`config.mk`:
```
export PLATFORM = sky130hd
export DESIGN_NAME = instr_prefetch
export DESIGN_NICKNAME = d
export VERILOG_FILES = /design/src/rtl/instr_prefetch.sv
export SDC_FILE = /design/constraint.sdc
export NUM_CORES = 1
export LEC_CHECK = 0
export ABC_AREA = 1
export BUFFER_PORTS_ARGS = -buffer_cell sky130_fd_sc_hd__buf_2
export CAP_MARGIN = 20
export CORE_MARGIN = 4
export CORE_UTILIZATION = 50
export DETAILED_ROUTE_END_ITERATION = 10
export GPL_TIMING_DRIVEN = 0
export PLACE_DENSITY_LB_ADDON = 0.15
export SYNTH_ARGS = -nofsm -noshare
export SYNTH_HDL_FRONTEND = slang
export SYNTH_SLANG_ARGS = --single-unit
```
`constraint.sdc`:
```
create_clock -name clk -period 4.45 [get_ports clk]
set_input_delay 0.89 -clock clk [delete_from_list [all_inputs] [get_ports clk]]
set_output_delay 0.89 -clock clk [all_outputs]
set_load 0.01 [all_outputs]
```
`src/rtl/instr_prefetch.sv`:
```
// Instruction-fetch front end: issues word requests on req/gnt/rvalid, keeps up to
// two in flight, buffers responses in a 2-entry FIFO and feeds the realign buffer.
package riscv_defines;
  localparam int RISCV_WORD_WIDTH = 32;
  localparam int RISCV_ADDR_WIDTH = 32;
endpackage

module instr_prefetch
  import riscv_defines::*;
#(
  parameter logic [RISCV_ADDR_WIDTH-1:0] BOOT_ADDR       = 32'h0000_0080,
  parameter int                          MAX_OUTSTANDING = 2
) (
  input  logic                        clk,
  input  logic                        rst,
  input  logic                        fetch_enable_i,
  input  logic                        branch_i,
  input  logic [RISCV_ADDR_WIDTH-1:0] branch_addr_i,
  output logic                        instr_req_o,
  output logic [RISCV_ADDR_WIDTH-1:0] instr_addr_o,
  input  logic                        instr_gnt_i,
  input  logic                        instr_rvalid_i,
  input  logic [RISCV_WORD_WIDTH-1:0] instr_rdata_i,
  output logic                        buf_clear_o,
  output logic                        buf_read_offset_o,
  output logic                        buf_write_en_o,
  output logic [RISCV_WORD_WIDTH-1:0] buf_instr_o,
  output logic [RISCV_ADDR_WIDTH-1:0] buf_addr_o,
  input  logic                        buf_full_i,
  output logic                        busy_o
);

  localparam int AW    = RISCV_ADDR_WIDTH;
  localparam int WW    = RISCV_WORD_WIDTH;
  localparam int DEPTH = MAX_OUTSTANDING;
  localparam logic [AW-1:0] BOOT_FETCH = {BOOT_ADDR[AW-1:2], 2'b00};

  typedef enum logic [1:0] {IDLE = 2'd0, FETCH = 2'd1, STALL = 2'd2} state_t;

  state_t          state_reg, state_next;
  logic [AW-1:0]   fetch_addr_reg, fetch_addr_next;
  logic [1:0]      outstanding_reg, outstanding_next;
  logic [1:0]      discard_reg, discard_next;
  logic [1:0]      fifo_count_reg, fifo_count_next;
  logic            clear_reg, clear_next;
  logic            offset_reg, offset_next;
  logic            boot_offset_reg, boot_offset_next;
  logic            req_hold_reg;
  logic            infl_wr_reg, infl_rd_reg;
  logic            fifo_wr_reg, fifo_rd_reg;

  logic [AW-1:0]   infl_addr [DEPTH];
  logic [WW-1:0]   fifo_data [DEPTH];
  logic [AW-1:0]   fifo_addr [DEPTH];

  logic            grant, resp, push, pop;
  logic [2:0]      credit_used;
  logic [AW-1:0]   branch_target;
  logic            unused_bits;

  assign unused_bits   = branch_addr_i[0];
  assign branch_target = {branch_addr_i[AW-1:2], 2'b00};

  // Stray rvalid with nothing in flight (e.g. right after reset) is ignored.
  assign grant = instr_req_o & instr_gnt_i;
  assign resp  = instr_rvalid_i & (outstanding_reg != 2'd0);
  assign push  = resp & (discard_reg == 2'd0) & ~branch_i;
  assign pop   = buf_write_en_o;

  // A word leaving the FIFO this cycle frees its slot; that keeps 1 word/cycle.
  assign credit_used = {1'b0, outstanding_reg} + {1'b0, fifo_count_reg} - {2'b00, pop};

  assign instr_req_o       = req_hold_reg | ((state_reg == FETCH) & (credit_used < 3'(DEPTH)));
  assign instr_addr_o      = fetch_addr_reg;
  assign buf_write_en_o    = (fifo_count_reg != 2'd0) & ~buf_full_i & ~clear_reg;
  assign buf_instr_o       = fifo_data[fifo_rd_reg];
  assign buf_addr_o        = fifo_addr[fifo_rd_reg];
  assign buf_clear_o       = clear_reg;
  assign buf_read_offset_o = offset_reg;
  assign busy_o            = (outstanding_reg != 2'd0) | (fifo_count_reg != 2'd0);

  always_comb begin
    state_next       = state_reg;
    clear_next       = 1'b0;
    offset_next      = offset_reg;
    boot_offset_next = boot_offset_reg;
    fetch_addr_next  = fetch_addr_reg;
    outstanding_next = outstanding_reg + {1'b0, grant} - {1'b0, resp};
    discard_next     = discard_reg;
    fifo_count_next  = fifo_count_reg + {1'b0, push} - {1'b0, pop};

    case (state_reg)
      IDLE: begin
        if (fetch_enable_i) begin
          state_next  = FETCH;
          clear_next  = 1'b1;
          offset_next = boot_offset_reg;
        end
      end
      FETCH:   if (!fetch_enable_i) state_next = STALL;
      STALL:   if (fetch_enable_i) state_next = FETCH;
      default: state_next = IDLE;
    endcase

    if (grant) fetch_addr_next = fetch_addr_reg + AW'(4);
    if (resp && (discard_reg != 2'd0)) discard_next = discard_reg - 2'd1;

    // Redirect: everything still in flight, including this cycle's grant, is stale.
    if (branch_i) begin
      clear_next       = 1'b1;
      offset_next      = branch_addr_i[1];
      boot_offset_next = branch_addr_i[1];
      fetch_addr_next  = branch_target;
      discard_next     = outstanding_next;
      fifo_count_next  = 2'd0;
    end
  end

  always_ff @(posedge clk) begin
    if (rst) begin
      state_reg       <= IDLE;
      fetch_addr_reg  <= BOOT_FETCH;
      outstanding_reg <= 2'd0;
      discard_reg     <= 2'd0;
      fifo_count_reg  <= 2'd0;
      clear_reg       <= 1'b0;
      offset_reg      <= 1'b0;
      boot_offset_reg <= BOOT_ADDR[1];
      req_hold_reg    <= 1'b0;
      infl_wr_reg     <= 1'b0;
      infl_rd_reg     <= 1'b0;
      fifo_wr_reg     <= 1'b0;
      fifo_rd_reg     <= 1'b0;
    end else begin
      state_reg       <= state_next;
      fetch_addr_reg  <= fetch_addr_next;
      outstanding_reg <= outstanding_next;
      discard_reg     <= discard_next;
      fifo_count_reg  <= fifo_count_next;
      clear_reg       <= clear_next;
      offset_reg      <= offset_next;
      boot_offset_reg <= boot_offset_next;
      req_hold_reg    <= instr_req_o & ~instr_gnt_i;
      // Single-bit pointers: both queues are exactly two entries deep.
      if (grant) infl_wr_reg <= ~infl_wr_reg;
      if (resp)  infl_rd_reg <= ~infl_rd_reg;
      if (push)  fifo_wr_reg <= ~fifo_wr_reg;
      if (branch_i)  fifo_rd_reg <= fifo_wr_reg;
      else if (pop)  fifo_rd_reg <= ~fifo_rd_reg;
    end
  end

  for (genvar gi = 0; gi < DEPTH; gi++) begin : g_entry
    logic [AW-1:0] infl_addr_reg;
    logic [WW-1:0] data_reg;
    logic [AW-1:0] addr_reg;

    always_ff @(posedge clk) begin
      if (rst) begin
        infl_addr_reg <= '0;
        data_reg      <= '0;
        addr_reg      <= '0;
      end else begin
        if (grant && (infl_wr_reg == 1'(gi))) infl_addr_reg <= fetch_addr_reg;
        if (push && (fifo_wr_reg == 1'(gi))) begin
          data_reg <= instr_rdata_i;
          addr_reg <= infl_addr[infl_rd_reg];
        end
      end
    end

    assign infl_addr[gi] = infl_addr_reg;
    assign fifo_data[gi] = data_reg;
    assign fifo_addr[gi] = addr_reg;
  end

  overflow_check: assert property (@(posedge clk) disable iff (rst)
    !(resp && (discard_reg == 2'd0) && (fifo_count_reg == 2'(DEPTH))));

endmodule

```
==> metrics.txt <==
outcome=finished, final reports clean; max FFs per register=64; Hold Crit Depth=2; Max FO, Critical Path=3; fin crit share=84.6%; post-CTS setup buffer count=0; async set-reset flop share out of synthesis=0%; Fill cells=1983; Simple-Gate Fraction of Synth Area=20.4%; Site Rows=52; Synth Flop Type=dfxtp_1; largest family of logic cells by synthesized area=compound AO/OA/AOI/OAI gates; GRT Max-Usage Layer=met2; CTS tree=built; clock root buffer=clkbuf_16; Hold-fix buffers, CTS=0; core area=0.0202 sq mm; clk_lat worst skew=0.52 ns; largest net degree at the start of global routing=13; total track usage=26.1%; final wirelength=30.4 mm; Synth Area in XOR/XNOR=1.36%; Initial Util=50.8%; min Tclk post-route=3.76 ns; DIE WIDTH=151 um; static leakage=4.95 nW; Final Worst Setup Slack=0.685 ns; top cell family by delay on the critical path=simple AND/OR/NAND/NOR gates; DR vias/cell=5.19; # DRC=0; Post-Syn Instances=1465; routability cong.=0.923; CP peak stage delay=0.50 ns; number of stages on the worst setup path=12; type of the tightest min-delay check=register to register; fraction of synthesized area in multiplexers=0.0973%; initial antenna violation count=0; area growth from synthesis to layout=19.5%; largest cells by area after synthesis=dfxtp_1 45%, nand2_1 12%, o21ai_0 11%; slowest CP cell=fa_1; power per cell area=433 mW/mm^2; GR met3 Demand/Resource=3.89%; layout cell share with drive strength beyond 1=16.5%; worst path cell trace=buf_2, nor2_1, nand2_1, inv_1, ha_1, or2_2, fa_1, nand2_1, nor2_1, nand2_2, nand2_4, buf_2; synthesized area per cell=7.02 sq um; number of diodes=0; clk buf depth=3; max_cap viols=0; total CTS buffers=25; Yosys warning count=0; # setup viols final=0; CP Capture Type=output pin; number of global-route vias before repair=9347; clk_skew=0.00756 ns; Max VDD drop=0.000409 V; met2 Use GR=41.5%; area of the mapped netlist=0.0103 sq mm; fmax=266 MHz; kind of critical path=primary input to output pin; total clock sinks=230; post-synthesis cell type count=39; final cell count without fillers=1944; Worst Tran Pin Value=0.680 ns; antenna viol nets, final=0; Ports=172; first-pass GRT wire length=48.1 mm; number of buffers added on ports=164; Startpoint Class=primary input; Worst Path Arrival=2.87 ns; Adder-Cell Fraction of Synth Area=1.17%; met1 usage=36.6%; data required time of the worst path=3.56 ns; Final Hold Viols=0; CTS clk-pin slew, worst paths=0.06 ns; H-Tree Depth=1; 1st-pass router iterations=8; via count=10100; cell taking the most area after synthesis=dfxtp_1; unrepaired setup endpoints after global routing=no; Compound-Gate Fraction of Synth Area=22.1%; minimum hold slack=0.445 ns; number of synthesized flops with an enable pin=0; Die Y=151 um; die area=0.0229 sq mm; DRT iter0 DRCs=605; CP bufs+invs=3; pre-CTS setup slack=0.179 ns; placed cells=1902; Overflow after GRT=0; Seq/Total Area, Yosys=44.8%; Final nets=1739; cts repair resizes=0; Power Total=0.00532 W; slew margin rel.=54.7%; share of the synthesized area in the top cell type=44.8%; Reg2Reg Depth=20; DP Wirelength=22.5 mm; setup tns final=0 ns; wire length per cell=15.6 um; Final Slew Violations=0; synthesized flop and latch total=230
-- synth_stat cells, types with 2 or more instances --
master,count
buf_2,41
a211oi_1,2
nand3_2,3
xor2_1,10
buf_4,5
nand4_1,3
dfxtp_1,230
nand2_2,8
nor2_2,4
ha_1,8
o21bai_1,3
nor2_1,92
nand3_1,41
o21a_1,4
and2_1,3
inv_1,154
inv_2,3
nor2_4,7
o21ai_1,2
clkbuf_1,50
xnor2_1,6
o21ai_0,232
nand2_4,3
a21oi_1,202
nand2_1,335
-- cells in the final DEF, fill, tap and decap left out, types with 7 or more instances in the layout --
cell type	count
xor2_1	10
nand2_1	335
nand2_2	8
inv_1	154
dfxtp_1	230
clkbuf_16	25
nor2_1	92
clkbuf_8	9
ha_1	8
buf_2	205
nor2_4	7
a21oi_1	202
nand3_1	41
clkbuf_1	55
o21ai_0	232
-- logic make-up after synthesis --
logic type,Yosys count
and+or+nand+nor,505
AOI/OAI and AO/OA,448
buffers and inverters,255
DFF,230
xor gates and xnor gates,16
adders and majority gates,9
other,1
muxes,1
-- layout make-up --
cell class	count	area (sq um)	share of cell area, %
Buffer	97	434	3.53
Clock buffer	39	768	6.25
Timing Repair Buffer	164	821	6.68
Sequential cell	230	4600	37.5
Multi-Input combinational cell	983	4660	38.0
Tap cell	270	338	2.75
Clock inverter	3	65.1	0.530
Inverter	158	593	4.83
-- stage by stage --
stage | utilization (%) | area (sq um)
floorplan | - | 10300
global placement | 56.6 | 11500
detailed placement | 56.6 | 11500
CTS | 60.7 | 12300
global route | 60.7 | 12300
finish | 60.7 | 12300
-- final timing paths --
path | startpoint | endpoint | slack (ns)
setup / recovery | buf_full_i | instr_req_o | 0.69
setup reg to reg | fifo_count_reg[1]$_SDFF_PP0_ | discard_reg[1]$_SDFFE_PP0P_ | 0.78
hold / removal | g_entry[0].data_reg[22]$_SDFFE_PP0P_ | g_entry[0].data_reg[22]$_SDFFE_PP0P_ | 0.44
hold reg to reg | g_entry[0].data_reg[22]$_SDFFE_PP0P_ | g_entry[0].data_reg[22]$_SDFFE_PP0P_ | 0.44
-- layer usage --
metal	wire, um	part of all wire, %	up-vias
met2	13500	44	325
li1	-	-	5101
met4	886	2.9	0
met1	13800	46	4609
met5	0	0	-
met3	2170	7.1	51
-- power by group --
| group | total [W] | internal [W] | switching [W] |
|---|---|---|---|
| combinational | 0.000908 | 0.000299 | 0.000609 |
| sequential | 0.00230 | 0.00222 | 0.0000850 |
| clock | 0.00211 | 0.00129 | 0.000818 |
| total | 0.00532 | 0.00381 | 0.00151 |
-- worst reg2reg max path, stage by stage, from the launching register on --
cell     delay [ns]
dfxtp_1        0.30
inv_1          0.12
nand2_1        0.07
nand2_1        0.11
inv_1          0.09
ha_1           0.29
or2_2          0.30
fa_1           0.50
nand2_1        0.05
nor2_1         0.12
nand2_2        0.10
nand2_4        0.09
nand2_4        0.11
buf_2          0.23
ha_1           0.31
inv_1          0.06
ha_1           0.14
xor2_1         0.18
xor2_1         0.22
o21ai_0        0.10
a21oi_1        0.14
Note: power is estimated with default switching activity, not from simulation.
